==> src/rtl/imem_pkg.sv <==
// -----------------------------------------------------------------------------
// imem_pkg
// Shared constants and helpers for the instruction memory.
//   NOP_INSTR      : word returned for any fetch outside the store (addi x0,x0,0)
//   DEFAULT_IMAGE  : the built-in program, word 0 first
//   word_index()   : byte address -> word index (drops the two byte-offset bits)
//   default_word() : word index -> default image word (NOP past the program)
// -----------------------------------------------------------------------------
package imem_pkg;

   localparam int unsigned IMEM_ADDR_W = 64;
   localparam int unsigned IMEM_IDX_W  = IMEM_ADDR_W - 2;

   localparam logic [31:0] NOP_INSTR = 32'h0000_0013;

   localparam int unsigned DEFAULT_LEN = 9;
   localparam logic [31:0] DEFAULT_IMAGE [DEFAULT_LEN] = '{
      32'h0050_0093,   // byte 0
      32'h00A0_0113,   // byte 4
      32'h0020_81B3,   // byte 8
      32'h4020_8233,   // byte 12
      32'h0020_F2B3,   // byte 16
      32'h0020_E333,   // byte 20
      32'h0030_3023,   // byte 24
      32'h0000_3383,   // byte 28
      32'h0071_8463    // byte 32
   };

   function automatic logic [IMEM_IDX_W-1:0] word_index(input logic [IMEM_ADDR_W-1:0] address);
      return address[IMEM_ADDR_W-1:2];
   endfunction

   function automatic logic [31:0] default_word(input logic [IMEM_IDX_W-1:0] index);
      logic [31:0] word;
      logic [3:0]  slot;
      slot = index[3:0];
      word = NOP_INSTR;
      if (index < IMEM_IDX_W'(DEFAULT_LEN)) begin
         word = DEFAULT_IMAGE[slot];
      end
      return word;
   endfunction

endpackage

==> src/rtl/imem_default_rom.sv <==
// -----------------------------------------------------------------------------
// imem_default_rom
// Combinational lookup of the default program word for a given word index.
// Ports:
//   index : word index into the store (IDX_W bits)
//   word  : default image word at that index (NOP beyond the built-in program)
// -----------------------------------------------------------------------------
module imem_default_rom
   import imem_pkg::*;
#(
   parameter int unsigned IDX_W = 6
) (
   input  logic [IDX_W-1:0] index,
   output logic [31:0]      word
);

   assign word = default_word(IMEM_IDX_W'(index));

endmodule

==> src/rtl/instruction_memory.sv <==
// -----------------------------------------------------------------------------
// instruction_memory
// Word-organised instruction store for the single-cycle datapath. Byte address
// in, 32-bit instruction out, zero-latency combinational read.
//
// Build option: define IMEM_WRITE_EN to add the synchronous write port
// (we/waddr/wdata). Without it the contents are the fixed default image and
// clk/reset have no observable effect.
//
// Ports:
//   clk        : rising-edge clock for reset reload and writes
//   reset      : synchronous, active-high; restores the default image
//   address    : byte address to fetch
//   I          : instruction at word address[ADDR_W-1:2], NOP when out of range
//   misaligned : address[1:0] != 0 (the aligned word is still returned)
//   addr_err   : word index >= DEPTH (no wrap-around)
//   we/waddr/wdata (IMEM_WRITE_EN only) : write word wdata at waddr>>2
// -----------------------------------------------------------------------------
module instruction_memory
   import imem_pkg::*;
#(
   parameter int unsigned DEPTH  = 64,
   parameter int unsigned ADDR_W = 64,
   parameter int unsigned DATA_W = 32
) (
   input  logic              clk,
   input  logic              reset,
   input  logic [ADDR_W-1:0] address,
   output logic [DATA_W-1:0] I,
   output logic              misaligned,
   output logic              addr_err
`ifdef IMEM_WRITE_EN
   ,
   input  logic              we,
   input  logic [ADDR_W-1:0] waddr,
   input  logic [DATA_W-1:0] wdata
`endif
);

   localparam int unsigned           IDX_W   = $clog2(DEPTH);
   localparam logic [IMEM_IDX_W-1:0] DEPTH_W = IMEM_IDX_W'(DEPTH);

   // ---------------------------------------------------------------- read path
   logic [IMEM_IDX_W-1:0] rd_word;
   logic [IDX_W-1:0]      rd_idx;
   logic                  rd_in_range;
   logic [DATA_W-1:0]     rom_rd_word;
   logic [DATA_W-1:0]     rd_data;

   // Range check uses the full word index, so any high address bit flags an
   // error instead of aliasing onto a low word.
   assign rd_word     = word_index(IMEM_ADDR_W'(address));
   assign rd_idx      = rd_word[IDX_W-1:0];
   assign rd_in_range = (rd_word < DEPTH_W);

   imem_default_rom #(.IDX_W(IDX_W)) u_rom_rd (
      .index (rd_idx),
      .word  (rom_rd_word)
   );

   assign misaligned = |address[1:0];
   assign addr_err   = ~rd_in_range;
   assign I          = rd_in_range ? rd_data : NOP_INSTR;

`ifdef IMEM_WRITE_EN
   // --------------------------------------------------------------- write path
   // The store holds each word as the XOR difference from the default image.
   // An all-zero array therefore *is* the default program: registers come up
   // zero at configuration, and reset only has to clear the array to reload
   // every word at once. Reads recombine with the ROM word combinationally.
   logic [DATA_W-1:0]     delta_reg [DEPTH];
   logic [IMEM_IDX_W-1:0] wr_word;
   logic [IDX_W-1:0]      wr_idx;
   logic                  wr_in_range;
   logic [DATA_W-1:0]     rom_wr_word;

   assign wr_word     = word_index(IMEM_ADDR_W'(waddr));
   assign wr_idx      = wr_word[IDX_W-1:0];
   assign wr_in_range = (wr_word < DEPTH_W);

   imem_default_rom #(.IDX_W(IDX_W)) u_rom_wr (
      .index (wr_idx),
      .word  (rom_wr_word)
   );

   // Reset has priority over a same-cycle write; out-of-range writes drop.
   always_ff @(posedge clk) begin
      if (reset) begin
         for (int i = 0; i < int'(DEPTH); i++) begin
            delta_reg[i] <= '0;
         end
      end else if (we && wr_in_range) begin
         delta_reg[wr_idx] <= wdata ^ rom_wr_word;
      end
   end

   // No bypass: a word being written reads its old value until the edge.
   assign rd_data = rom_rd_word ^ delta_reg[rd_idx];
`else
   // Read-only build: contents are the constant default image.
   logic unused_ctrl;
   assign unused_ctrl = clk ^ reset;
   assign rd_data     = rom_rd_word;
`endif

endmodule

==> config.mk <==
export PLATFORM = sky130hd
export DESIGN_NAME = instruction_memory
export DESIGN_NICKNAME = d
export VERILOG_FILES = /design/src/rtl/imem_pkg.sv /design/src/rtl/imem_default_rom.sv /design/src/rtl/instruction_memory.sv
export SDC_FILE = /design/constraint.sdc
export NUM_CORES = 1
export LEC_CHECK = 0
export ABC_AREA = 1
export CORE_ASPECT_RATIO = 1.2
export CORE_UTILIZATION = 34
export DETAILED_ROUTE_END_ITERATION = 8
export PLACE_DENSITY = 0.91
export SLEW_MARGIN = 20
export SYNTH_ARGS = -nofsm -noshare
export SYNTH_HDL_FRONTEND = slang
export SYNTH_HIERARCHICAL = 1
export SYNTH_SLANG_ARGS = --single-unit
==> constraint.sdc <==
create_clock -name vclk -period 1.85
set_input_delay 0.37 -clock vclk [all_inputs]
set_output_delay 0.37 -clock vclk [all_outputs]
set_load 0.01 [all_outputs]
---- Yosys cells after proc, flatten, opt, wreduce, memory -nomap -nowiden ----
Memories as Yosys holds them, arrays and structs flattened.
Index checks and enable logic that the tools add are counted.
word-level totals
  register bits ........................... 0
  bits in latches ......................... 0
  bits in writable memories ............... 0
  ROM bits ................................ 512
  input port bits ......................... 66
  output and inout bits ................... 34
  logic and storage cells ................. 11
  memories ................................ 1
operators by class
  add/sub/neg operators ................... 0
  multiply operators ...................... 0
  div/mod/pow operators ................... 0
  $lt $le $gt $ge ......................... 3
  eq/ne operators ......................... 0
  shifts and indexed selects .............. 0
  mux-type cells .......................... 4
  bitwise operators ....................... 2
  reduce and logical (&&, ||, !) cells .... 1
memory list
  memory            words  bits a word  read ports  clocked after Yosys merged registers in  write ports  line            source
  (name not given)  16     32           1           0                                        0            imem_pkg.sv:39  word = DEFAULT_IMAGE[slot];
operator list
  cell                                                          count
  2-to-1 mux 32 bit                                             4
  less-than comparator 62 x 7 -> 1 bit (second input constant)  1
  less-than comparator 6 x 4 -> 1 bit (second input constant)   1
  greater-or-equal comparator 5 bit (second input constant)     1
  NOT 4 -> 5 bit                                                1
  OR reduction 2 bit                                            1
  NOT 1 bit                                                     1

---- Depth between registers and ports, before layout ----
Gate-level depths: netlist (run 1).
  depth after elaboration ................. 6
  depth in mapped cells ................... 9
  depth with buffers taken out ............ 9

---- Cells and area by module ----
The synthesis (run 1) kept the hierarchy.
by module, submodules not included
  module              times used  cells an instance  area each (um2)  sequential area each (um2)
  instruction_memory  1           118                516.7            0.0
  imem_default_rom    1           84                 504.2            0.0

---- Worst setup path before layout (run 1) ----
No wires, ideal clock.
  kind .................................... input to output
  from .................................... input address[3]
  to ...................................... output I[10]
  arrival ................................. 1,255 ps
  required time ........................... 1,480 ps
  setup slack ............................. 225 ps
  stages .................................. 9
  buffers on the path ..................... 1
  cell sequence ........................... inv_1 > ha_1 > nand2_4 > inv_1 > nand3_1 > inv_1 > buf_4 > inv_1 > nor2_1
on the way
  longest elaborated chain between the ends .. 6
  elaborated cells between the ends (all ways) .. 8
  those cells by class .................... order compare: 2; mux: 4; bitwise: 1; memory: 1
ends and longest elaborated chain
  what                                                   line                      source
  from (decl)                                            instruction_memory.sv:28  input logic [ADDR_W-1:0] address,
  NOT 4 -> 5 bit (not written as such)                   imem_pkg.sv:39
  memory (16 x 32 bit)                                   -
  2-to-1 mux 32 bit (not written as such) (2 in series)  imem_pkg.sv:39
  2-to-1 mux 32 bit (*)                                  imem_pkg.sv:38            if (index < IMEM_IDX_W'(DEFAULT_LEN)) begin
  named net rd_data[10]                                  instruction_memory.sv:48  logic [DATA_W-1:0] rd_data;
  2-to-1 mux 32 bit (*)                                  instruction_memory.sv:63  assign I = rd_in_range ? rd_data : NOP_INSTR;
  to (decl)                                              instruction_memory.sv:29  output logic [DATA_W-1:0] I,
The timed path passes the listed nets; every way through them passes the cells marked *. The select of a mux whose other input is x is not followed.

---- Worst setup path after layout (run 1) ----
  from .................................... input address[26]
  to ...................................... output I[21]
on the way
  longest elaborated chain between the ends .. 2
ends and longest elaborated chain
  what                                  line                      source
  less-than comparator 62 x 7 -> 1 bit  instruction_memory.sv:54  assign rd_in_range = (rd_word < DEPTH_W);
  2-to-1 mux 32 bit                     instruction_memory.sv:63
No other way between the ends.

==> key figures, run 1 <==
Final layout
  – Total area of sequential cells: 0 um2
  – Final core utilization: 71.9%
  – Fraction of final layout cells with drive strength greater than 1: 51.3%
  – Clk_buf instances: 0
  – Area growth syn-to-layout: 97.9%
  – Sequential cell count of the final layout: 0
  – Antenna fix cells: 0
  – Filler Cells Inserted: 208
  – Post-layout nets: 374

Status
  – Run status: finished with violations
  – Failing checks: negative setup slack

Setup path
  – Crit path arrival time: 1.50 ns
  – Master of the slowest instance on the critical path: sky130_fd_sc_hd__clkbuf_16
  – Cell-by-cell listing of the critical path: buf_6 -> nor2_4 -> nand2_2 -> nor2_2 -> nand2_2 -> nor2_4 -> nand2_4 -> clkbuf_16 -> nor2_2 -> buf_2
  – Capturing element type of the critical path: primary output
  – Classification of the worst setup path: input pin to primary output
  – CP Launch Type: input pin
  – Critical path's top delay family: simple AND/OR/NAND/NOR gates
  – Largest fanout of any net on the critical path: 5
  – Number of buffers and inverters on the critical path: 3
  – Maximum cell stage delay along the critical path: 0.18 ns
  – Critical path required time: 1.48 ns

Synthesis
  – Number of distinct standard cells referenced by the synthesized netlist: 21
  – Most frequent cells after synthesis: 67 x sky130_fd_sc_hd__nor2_1, 39 x sky130_fd_sc_hd__inv_1, 33 x sky130_fd_sc_hd__nand2_1
  – Post-Syn Area: 0.00102 mm2
  – Synthesized instance count: 202
  – Largest area contributor in the netlist: sky130_fd_sc_hd__nor2_1
  – Syn avg cell area: 5.05 um2
  – YS warnings: 6
  – Fraction of the yosys area taken by sequential cells: 0%
  – Most common cell in the netlist: sky130_fd_sc_hd__nor2_1
  – Area share of the leading cell type in the synthesized netlist: 24.6%
  – Dominant cells by area after synthesis: sky130_fd_sc_hd__nor2_1 25%, sky130_fd_sc_hd__inv_1 14%, sky130_fd_sc_hd__buf_4 13%

Timing
  – Min Tclk post-route: 1.87 ns
  – Final hold slack: 1.31 ns
  – Number of max-slew violations in the final report: 0
  – Final period utilization: 101%
  – Setup TNS: -0.114 ns
  – Unrepaired setup endpoints after global routing: true
  – Final hold violation count: 0
  – Highest achievable clock rate: 534 MHz
  – Setup Viol. Count Final: 11
  – Worst path setup slack after routing: -0.0219 ns

Pwr
  – Cell area power density: 130 mW/mm2
  – Largest voltage drop on the vdd net: 0.111 mV
  – Lkg Pwr: 0.966 nW

Place
  – Final HPWL DP: 2650 um
  – Final RePlAce weighted congestion: 0.852
  – Buffers on Ports: 83

Route
  – WL/cell: 11.6 um
  – Vias/cell: 4.34
  – # DRC: 0
  – Routed vias: 1440
  – Total wirelength of the detailed-routed design: 3840 um
  – Number of detailed-routing iterations run before antenna repair: 4
  – Antenna violation net count after detailed routing: 0
  – Number of violations reported at the end of detailed-routing iteration 0: 25

GRT
  – Tot GR Track Use: 20.2%
  – Wire length of the first global-routing pass: 5020 um
  – Fraction of met1 tracks used by global routing: 20.0%
  – Global route total overflow: 0
  – GR met2 Demand/Resource: 42.9%
  – Met3 track demand over resource in global routing: 2.19%
  – Grt peak-use layer: met2
  – Vias in the first global route: 1186
  – Maximum number of pins on one net before global-route repair: 11
  – Initial antenna violation count: 0

Die
  – Core Footprint: 0.00281 mm2
  – Number of placement rows: 21
  – DIE AREA: 0.00323 mm2
  – Die H: 62.0 um
  – Die span in x: 52.0 um
  – IO Count: 100
  – Initial core utilization: 36.3%

Hold path
  – Worst Hold Endpoint: I[14]
  – Min-Delay Startpoint: address[6]
  – Worst hold path class: input pin to primary output
  – Number of instances on the worst hold path: 8

Flow run
  – Max-capacitance violation count: 0

Clocking
  – Total of hold buffers inserted after clock tree synthesis: 0
-- worst min-delay path: stages --
cell,delay (ns)
sky130_fd_sc_hd__dlymetal6s2s_1,0.10
sky130_fd_sc_hd__nor2_2,0.04
sky130_fd_sc_hd__buf_6,0.12
sky130_fd_sc_hd__inv_2,0.06
sky130_fd_sc_hd__nor2_1,0.04
sky130_fd_sc_hd__inv_1,0.06
sky130_fd_sc_hd__nor2_2,0.04
sky130_fd_sc_hd__buf_2,0.12
-- report_power, final --
group	switching, mW	leakage (nW)	internal (mW)
Combinational	0.123	0.966	0.140
Sequential	0	0	0
Clock	0	0	0
-- kinds of logic after synthesis --
logic type / Yosys count / share of synthesized area, %
fa+ha+maj: 8 / 9.80
buf+inv: 62 / 32.5
other cells: 2 / 0.736
compound gates: 2 / 1.23
simple gates: 128 / 55.8
-- placed cells by master, fill, tap and decap left out, drive strengths merged --
| master | count |
|---|---|
| nor2 | 80 |
| buf | 66 |
| inv | 41 |
| nand2 | 37 |
| clkbuf | 24 |
| conb | 15 |
| ha | 8 |
| clkdlybuf4s15 | 7 |
| nand4 | 3 |
| nand3b | 3 |
| dlygate4sd2 | 3 |
| nand3 | 3 |
| clkdlybuf4s50 | 2 |
| dlymetal6s2s | 2 |
| or2 | 1 |
| a21oi | 1 |
| nor3 | 1 |
| o211ai | 1 |
-- per-stage QoR --
stage                     worst slack, ns  cell area, um2  std cells  total power [mW]
final                             -0.0219            2020        332             0.263
after global placement             -0.648            1890        325             0.245
after floorplan                     0.225            1070        215             0.107
after global routing              -0.0943            2020        332             0.289
after detailed placement           -0.740            1890        325             0.251
after CTS                         -0.0105            1800        330             0.221
-- metal layers --
layer  up-vias  part of all wire, %
met3        10                  6.1
met5         -                    0
li1        741                    -
met2        58                   58
met1       631                   34
met4         0                  1.8
-- final cells by class --
cell class / instances / area [um2] / share of cell area (%)
multi-input combinational: 153 / 967 / 47.9
inverter: 41 / 156 / 7.74
timing repair buffer: 104 / 855 / 42.3
tap: 34 / 42.5 / 2.11
-- worst max-delay path by stage --
| stage | startpoint | to | slack (ns) | depth (start not counted) |
|---|---|---|---|---|
| 2_1_floorplan | address[3] | I[10] | 0.22 | 9 |
| 5_1_grt | address[48] | I[12] | -0.09 | 10 |
| 3_5_place_dp | address[55] | I[13] | -0.74 | 10 |
| 6_report | address[26] | I[21] | -0.02 | 10 |
| 3_3_place_gp | address[4] | I[15] | -0.65 | 8 |
| 4_1_cts | address[6] | I[13] | -0.01 | 8 |
-- what timing repair did --
action	4_1_cts	5_1_grt
pin swaps	16	55
endpoints found under the setup margin	19	18
gates resized for setup	228	113
setup buffers	4	1
gates cloned	1	1
Note: power is estimated with default switching activity, not from simulation.
==> run 2, diff against run 1 <==
--- a/config.mk
+++ b/config.mk
@@ -6,10 +6,12 @@
 export NUM_CORES = 1
 export LEC_CHECK = 0
 export ABC_AREA = 1
+export ABC_CLOCK_PERIOD_IN_PS = 1850
 export CORE_ASPECT_RATIO = 1.2
 export CORE_UTILIZATION = 34
 export DETAILED_ROUTE_END_ITERATION = 8
 export PLACE_DENSITY = 0.91
+export RECOVER_POWER = 50
 export SLEW_MARGIN = 20
 export SYNTH_ARGS = -nofsm -noshare
 export SYNTH_HDL_FRONTEND = slang
==> run 2 against run 1 <==
Against the previous run: the flow still finishes with violations (negative setup slack); first-iteration DRC count unchanged; combinational power about the same; non-clock buffer count is the same; sequential share of layout area did not move; final cell count stayed put; final area did not move; global-route usage unchanged; maximum frequency barely moved; utilization unchanged; critical path type unchanged; largest cell class unchanged.
==> key figures, run 2 (synthesis results as in run 1) <==
Status
  – Run status: finished with violations (unchanged)
  – Failing checks: negative setup slack (unchanged)

Route
  – # DRC: 0 (unchanged)
  – Number of detailed-routing iterations run before antenna repair: 4 (unchanged)
  – Total wirelength of the detailed-routed design: 3840 um (about the same)
  – Routed vias: 1440 (unchanged)
  – Vias/cell: 4.34 (unchanged)
  – Antenna violation net count after detailed routing: 0 (unchanged)
  – Number of violations reported at the end of detailed-routing iteration 0: 25 (unchanged)
  – WL/cell: 11.6 um (about the same)

Setup path
  – CP Launch Type: input pin (unchanged)
  – Classification of the worst setup path: input pin to primary output (unchanged)
  – Critical path required time: 1.48 ns (about the same)
  – Maximum cell stage delay along the critical path: 0.18 ns (about the same)
  – Master of the slowest instance on the critical path: sky130_fd_sc_hd__clkbuf_16 (unchanged)
  – Largest fanout of any net on the critical path: 5 (unchanged)
  – Endpoint of the most critical setup path: I[21] (unchanged)
  – Crit path arrival time: 1.50 ns (about the same)
  – Capturing element type of the critical path: primary output (unchanged)
  – Cell-by-cell listing of the critical path: buf_6 -> nor2_4 -> nand2_2 -> nor2_2 -> nand2_2 -> nor2_4 -> nand2_4 -> clkbuf_16 -> nor2_2 -> buf_2 (unchanged)
  – Critical path launch point: address[26] (unchanged)

Timing
  – Number of max-slew violations in the final report: 0 (unchanged)
  – Final period utilization: 101% (about the same)
  – Final hold violation count: 0 (unchanged)
  – Unrepaired setup endpoints after global routing: true (unchanged)
  – Highest achievable clock rate: 534 MHz (about the same)
  – Setup Viol. Count Final: 11 (unchanged)
  – Worst path setup slack after routing: -0.0215 ns (was -0.0219 ns)
  – Final hold slack: 1.31 ns (unchanged)
  – Min Tclk post-route: 1.87 ns (about the same)

Final layout
  – Count of placed standard cells in the final layout, fillers left out: 332 (unchanged)
  – Clk_buf instances: 0 (unchanged)
  – Post-layout nets: 374 (unchanged)
  – Total area of sequential cells: 0 um2 (unchanged)
  – Sequential cell count of the final layout: 0 (unchanged)
  – Filler Cells Inserted: 208 (unchanged)
  – Antenna fix cells: 0 (unchanged)
  – Fraction of final layout cells with drive strength greater than 1: 51.3% (unchanged)
  – Total area of multi-input combinational cells: 967 um2 (unchanged)
  – Area growth syn-to-layout: 97.9% (unchanged)
  – Most frequent cells in the layout: 35 x sky130_fd_sc_hd__nor2_1, 35 x sky130_fd_sc_hd__inv_1, 30 x sky130_fd_sc_hd__nand2_1 (unchanged)

Place
  – Final HPWL DP: 2650 um (unchanged)
  – Buffers on Ports: 83 (unchanged)
  – Instance count after placement with tap cells included: 325 (unchanged)
  – Final RePlAce weighted congestion: 0.852 (unchanged)

GRT
  – Maximum number of pins on one net before global-route repair: 11 (unchanged)
  – Wire length of the first global-routing pass: 5020 um (unchanged)
  – Vias in the first global route: 1186 (unchanged)
  – Initial antenna violation count: 0 (unchanged)
  – Global route total overflow: 0 (unchanged)
  – Tot GR Track Use: 20.2% (unchanged)

Hold path
  – Worst hold path class: input pin to primary output (unchanged)

Die
  – Die span in x: 52.0 um (unchanged)
  – DIE AREA: 0.00323 mm2 (unchanged)
  – Core Footprint: 0.00281 mm2 (unchanged)
  – IO Count: 100 (unchanged)
  – Initial core utilization: 36.3% (unchanged)
  – Die H: 62.0 um (unchanged)
  – Number of placement rows: 21 (unchanged)

Flow run
  – Max-capacitance violation count: 0 (unchanged)

Pwr
  – Lkg Pwr: 0.966 nW (about the same)
  – Cell area power density: 130 mW/mm2 (about the same)
  – Largest voltage drop on the vdd net: 0.111 mV (about the same)
==> run 2: timing repair <==
action	CTS	global route
hold buffers	0	0
pin swaps	16	55
setup buffers	4	1
gates resized for setup	228	113
cloned	1	1
setup endpoints to repair	19	18
hold endpoints to repair	0	0
==> run 2: per-layer routing <==
metal / global-route usage (%) / routed length, um / vias up / part of all wire, %
met5: 0 / 0 / - / 0
met4: 6.18 / 68 / 0 / 1.8
met3: 2.19 / 236 / 10 / 6.1
met2: 42.9 / 2230 / 58 / 58
met1: 20.0 / 1300 / 631 / 34
li1: - / - / 741 / -
==> run 2: layout make-up <==
type / count / area share, %
tap: 34 / 2.11
multi-input combinational: 153 / 47.9
inverter: 41 / 7.74
timing repair buffer: 104 / 42.3
==> run 2: where the power goes <==
| part | total [mW] | internal [mW] | leakage [nW] | switching (mW) |
|---|---|---|---|---|
| clock | 0 | 0 | 0 | 0 |
| combinational | 0.262 | 0.139 | 0.966 | 0.123 |
| sequential | 0 | 0 | 0 | 0 |
==> run 2: stage by stage <==
step | worst slack (ns) | TNS (ns) | total power [mW] | instance area, um2 | util (%)
finish | -0.0215 | -0.110 | 0.262 | 2020 | 71.9
global route | -0.0943 | -1.34 | 0.288 | 2020 | 71.9
CTS | -0.0105 | -0.0123 | 0.221 | 1800 | 64.1
detailed placement | -0.740 | -12.09 | 0.251 | 1890 | 67.1
global placement | -0.648 | -11.21 | 0.245 | 1890 | 67.1
floorplan | 0.225 | 0 | 0.107 | 1070 | -
==> run 2: worst min path at each step <==
stage                     start  cells past startpoint         end
global placement     address[0]                      3  misaligned
finish               address[6]                      8       I[14]
floorplan            address[0]                      1  misaligned
detailed placement   address[0]                      3  misaligned
global route         address[6]                      8       I[14]
CTS                 address[35]                      9        I[4]
==> run 2: critical path, delay by kind of cell <==
kind          cells  cell delay, ns
buf+inv           3            0.41
simple gates      7            0.71
==> run 3, diff against run 2 <==
==> constraint.sdc (replaced) <==
create_clock -name vclk -period 1.85
set_input_delay 0.37 -clock vclk [all_inputs]
set_output_delay 0.37 -clock vclk [all_outputs]
set_load 0.02 [all_outputs]
==> run 3 against run 2 <==
Against the previous run: the run still ends with negative setup slack left; sequential cell count stayed put; first-iteration DRC count increased by 150%; combinational power fell by 2%; total power decreased by 1.5%; via count increased by 3.2%; final area rose by 0.80%; largest cell class unchanged; global-route usage increased by 0.86 points; count of clock-buffer cells in the layout did not move; maximum frequency shrank 1.5%; setup slack got worse by 0.028 ns; highest routed layer unchanged; wire length up 7.9%; non-clock buffer count shrank 1.
==> key figures, run 3 (synthesis results as in run 1) <==
Timing
  – Highest achievable clock rate: 526 MHz (was 534 MHz)
  – Final period utilization: 103% (was 101%)
  – Min Tclk post-route: 1.90 ns (was 1.87 ns)
  – Setup Viol. Count Final: 2 (was 11)
  – Number of max-slew violations in the final report: 0 (unchanged)
  – Worst path setup slack after routing: -0.0494 ns (was -0.0215 ns)
  – Unrepaired setup endpoints after global routing: true (unchanged)
  – Final hold violation count: 0 (unchanged)
  – Setup TNS: -0.0594 ns (was -0.110 ns)
  – Final hold slack: 1.30 ns (was 1.31 ns)

Pwr
  – Cell area power density: 127 mW/mm2 (was 130 mW/mm2)
  – Largest voltage drop on the vdd net: 0.107 mV (was 0.111 mV)
  – Net Sw Power: 0.124 mW (was 0.123 mW)
  – Proportion of power drawn by the clock network: 0% (about the same)
  – Cell-internal power: 0.134 mW (was 0.139 mW)
  – Fraction of power consumed by sequential logic: 0% (about the same)
  – Combinational share of power: 100.0% (about the same)
  – Lkg Pwr: 0.945 nW (was 0.966 nW)
  – Net switching fraction of the power: 48.1% (was 47.0%)

Route
  – WL/cell: 12.5 um (was 11.6 um)
  – Number of detailed-routing iterations run before antenna repair: 4 (unchanged)
  – Wire length on met2: 2350 um (was 2230 um)
  – Total length of routed met3 wires: 245 um (was 236 um)
  – Total wirelength of the detailed-routed design: 4140 um (was 3840 um)
  – Number of violations reported at the end of detailed-routing iteration 0: 62 (was 25)
  – # DRC: 0 (unchanged)
  – Total routed wire length on the met1 layer: 1400 um (was 1300 um)
  – Top sig layer: met4 (unchanged)
  – Vias/cell: 4.49 (was 4.34)
  – Antenna violation net count after detailed routing: 0 (unchanged)
  – Routed vias: 1486 (was 1440)

Final layout
  – Clk_buf instances: 0 (unchanged)
  – Total area of multi-input combinational cells: 980 um2 (was 967 um2)
  – Total area of sequential cells: 0 um2 (unchanged)
  – Fraction of final layout cells with drive strength greater than 1: 52.2% (was 51.3%)
  – Area growth syn-to-layout: 99.5% (was 97.9%)
  – Sequential cell count of the final layout: 0 (unchanged)
  – Most common cell after layout, fill and taps aside: sky130_fd_sc_hd__nor2_1
  – Most frequent cells in the layout: 39 x sky130_fd_sc_hd__nor2_1, 35 x sky130_fd_sc_hd__inv_1, 34 x sky130_fd_sc_hd__buf_6 (was 35 x sky130_fd_sc_hd__nor2_1, 35 x sky130_fd_sc_hd__inv_1, 30 x sky130_fd_sc_hd__nand2_1)
  – Filler Cells Inserted: 213 (was 208)
  – Antenna fix cells: 0 (unchanged)
  – Post-layout nets: 373 (was 374)

Die
  – Die H: 62.0 um (unchanged)
  – Initial core utilization: 36.3% (unchanged)
  – Core Footprint: 0.00281 mm2 (unchanged)
  – DIE AREA: 0.00323 mm2 (unchanged)
  – Number of placement rows: 21 (unchanged)
  – IO Count: 100 (unchanged)
  – Die span in x: 52.0 um (unchanged)

Flow run
  – Max-capacitance violation count: 0 (unchanged)

GRT
  – Vias in the first global route: 1208 (was 1186)
  – Wire length of the first global-routing pass: 5220 um (was 5020 um)
  – Tot GR Track Use: 21.0% (was 20.2%)
  – Initial antenna violation count: 0 (unchanged)
  – Global route total overflow: 0 (unchanged)
  – Maximum number of pins on one net before global-route repair: 11 (unchanged)

Clocking
  – Total of hold buffers inserted after clock tree synthesis: 0 (unchanged)

Status
  – Run status: finished with violations (unchanged)
  – Failing checks: negative setup slack (unchanged)

Setup path
  – Largest fanout of any net on the critical path: 3 (was 5)
  – Critical path required time: 1.48 ns (about the same)
  – Capturing element type of the critical path: primary output (unchanged)
  – CP Launch Type: input pin (unchanged)
  – Crit path arrival time: 1.53 ns (was 1.50 ns)
  – Classification of the worst setup path: input pin to primary output (unchanged)

Place
  – Final RePlAce weighted congestion: 0.855 (was 0.852)
  – Final HPWL DP: 2730 um (was 2650 um)
  – Buffers on Ports: 83 (unchanged)

Hold path
  – Worst hold path class: input pin to primary output (unchanged)
run 3: through the flow:
stage / setup WS (ns) / area, um2 / power [mW] / instances / util [%]
global route: -0.0804 / 2040 / 0.281 / 331 / 72.5
global placement: -0.726 / 1890 / 0.246 / 325 / 67.1
floorplan: 0.102 / 1070 / 0.108 / 215 / -
detailed placement: -0.779 / 1890 / 0.252 / 325 / 67.1
CTS: -0.0307 / 1780 / 0.216 / 330 / 63.2
finish: -0.0494 / 2040 / 0.258 / 331 / 72.5
run 3: path summary, 6_finish.rpt:
| check | start | to | slack, ns | depth (start not counted) |
|---|---|---|---|---|
| worst max-delay path | address[2] | I[20] | -0.05 | 11 |
| worst min-delay path | address[4] | I[12] | 1.30 | 6 |
run 3: per-layer routing:
layer / track usage [%] / vias to the layer above
li1: - / 740
met1: 20.4 / 658
met2: 44.5 / 70
met3: 3.41 / 18
met4: 6.18 / 0
met5: 0 / -
run 3: timing repair:
action | 4_1_cts | 5_1_grt
gates cloned | 1 | 1
setup buffers | 4 | 0
endpoints found under the hold margin | 0 | 0
endpoints found under the setup margin | 19 | 17
pin swaps | 15 | 44
resized for setup | 279 | 94
run 3: power groups by stage:
stage                     clock [mW]  combinational [mW]  sequential [mW]
final                              0               0.258                0
after detailed placement           0               0.252                0
after CTS                          0               0.216                0
after global placement             0               0.246                0
after floorplan                    0               0.108                0
after global routing               0               0.281                0
run 3: worst max-delay path, stage by stage:
cell and delay [ns]:
sky130_fd_sc_hd__clkbuf_2 0.11, sky130_fd_sc_hd__inv_2 0.08, sky130_fd_sc_hd__buf_4 0.13, sky130_fd_sc_hd__ha_1 0.15, sky130_fd_sc_hd__nand2_1 0.08, sky130_fd_sc_hd__nand2_1 0.09
sky130_fd_sc_hd__nor2_1 0.05, sky130_fd_sc_hd__nor2_1 0.13, sky130_fd_sc_hd__inv_1 0.10, sky130_fd_sc_hd__nor2_4 0.12, sky130_fd_sc_hd__buf_6 0.12
run 3: final cells by class:
class,count,area share [%]
tap,34,2.09
timing repair buffer,103,42.0
multi-input combinational,153,48.1
inverter,41,7.80
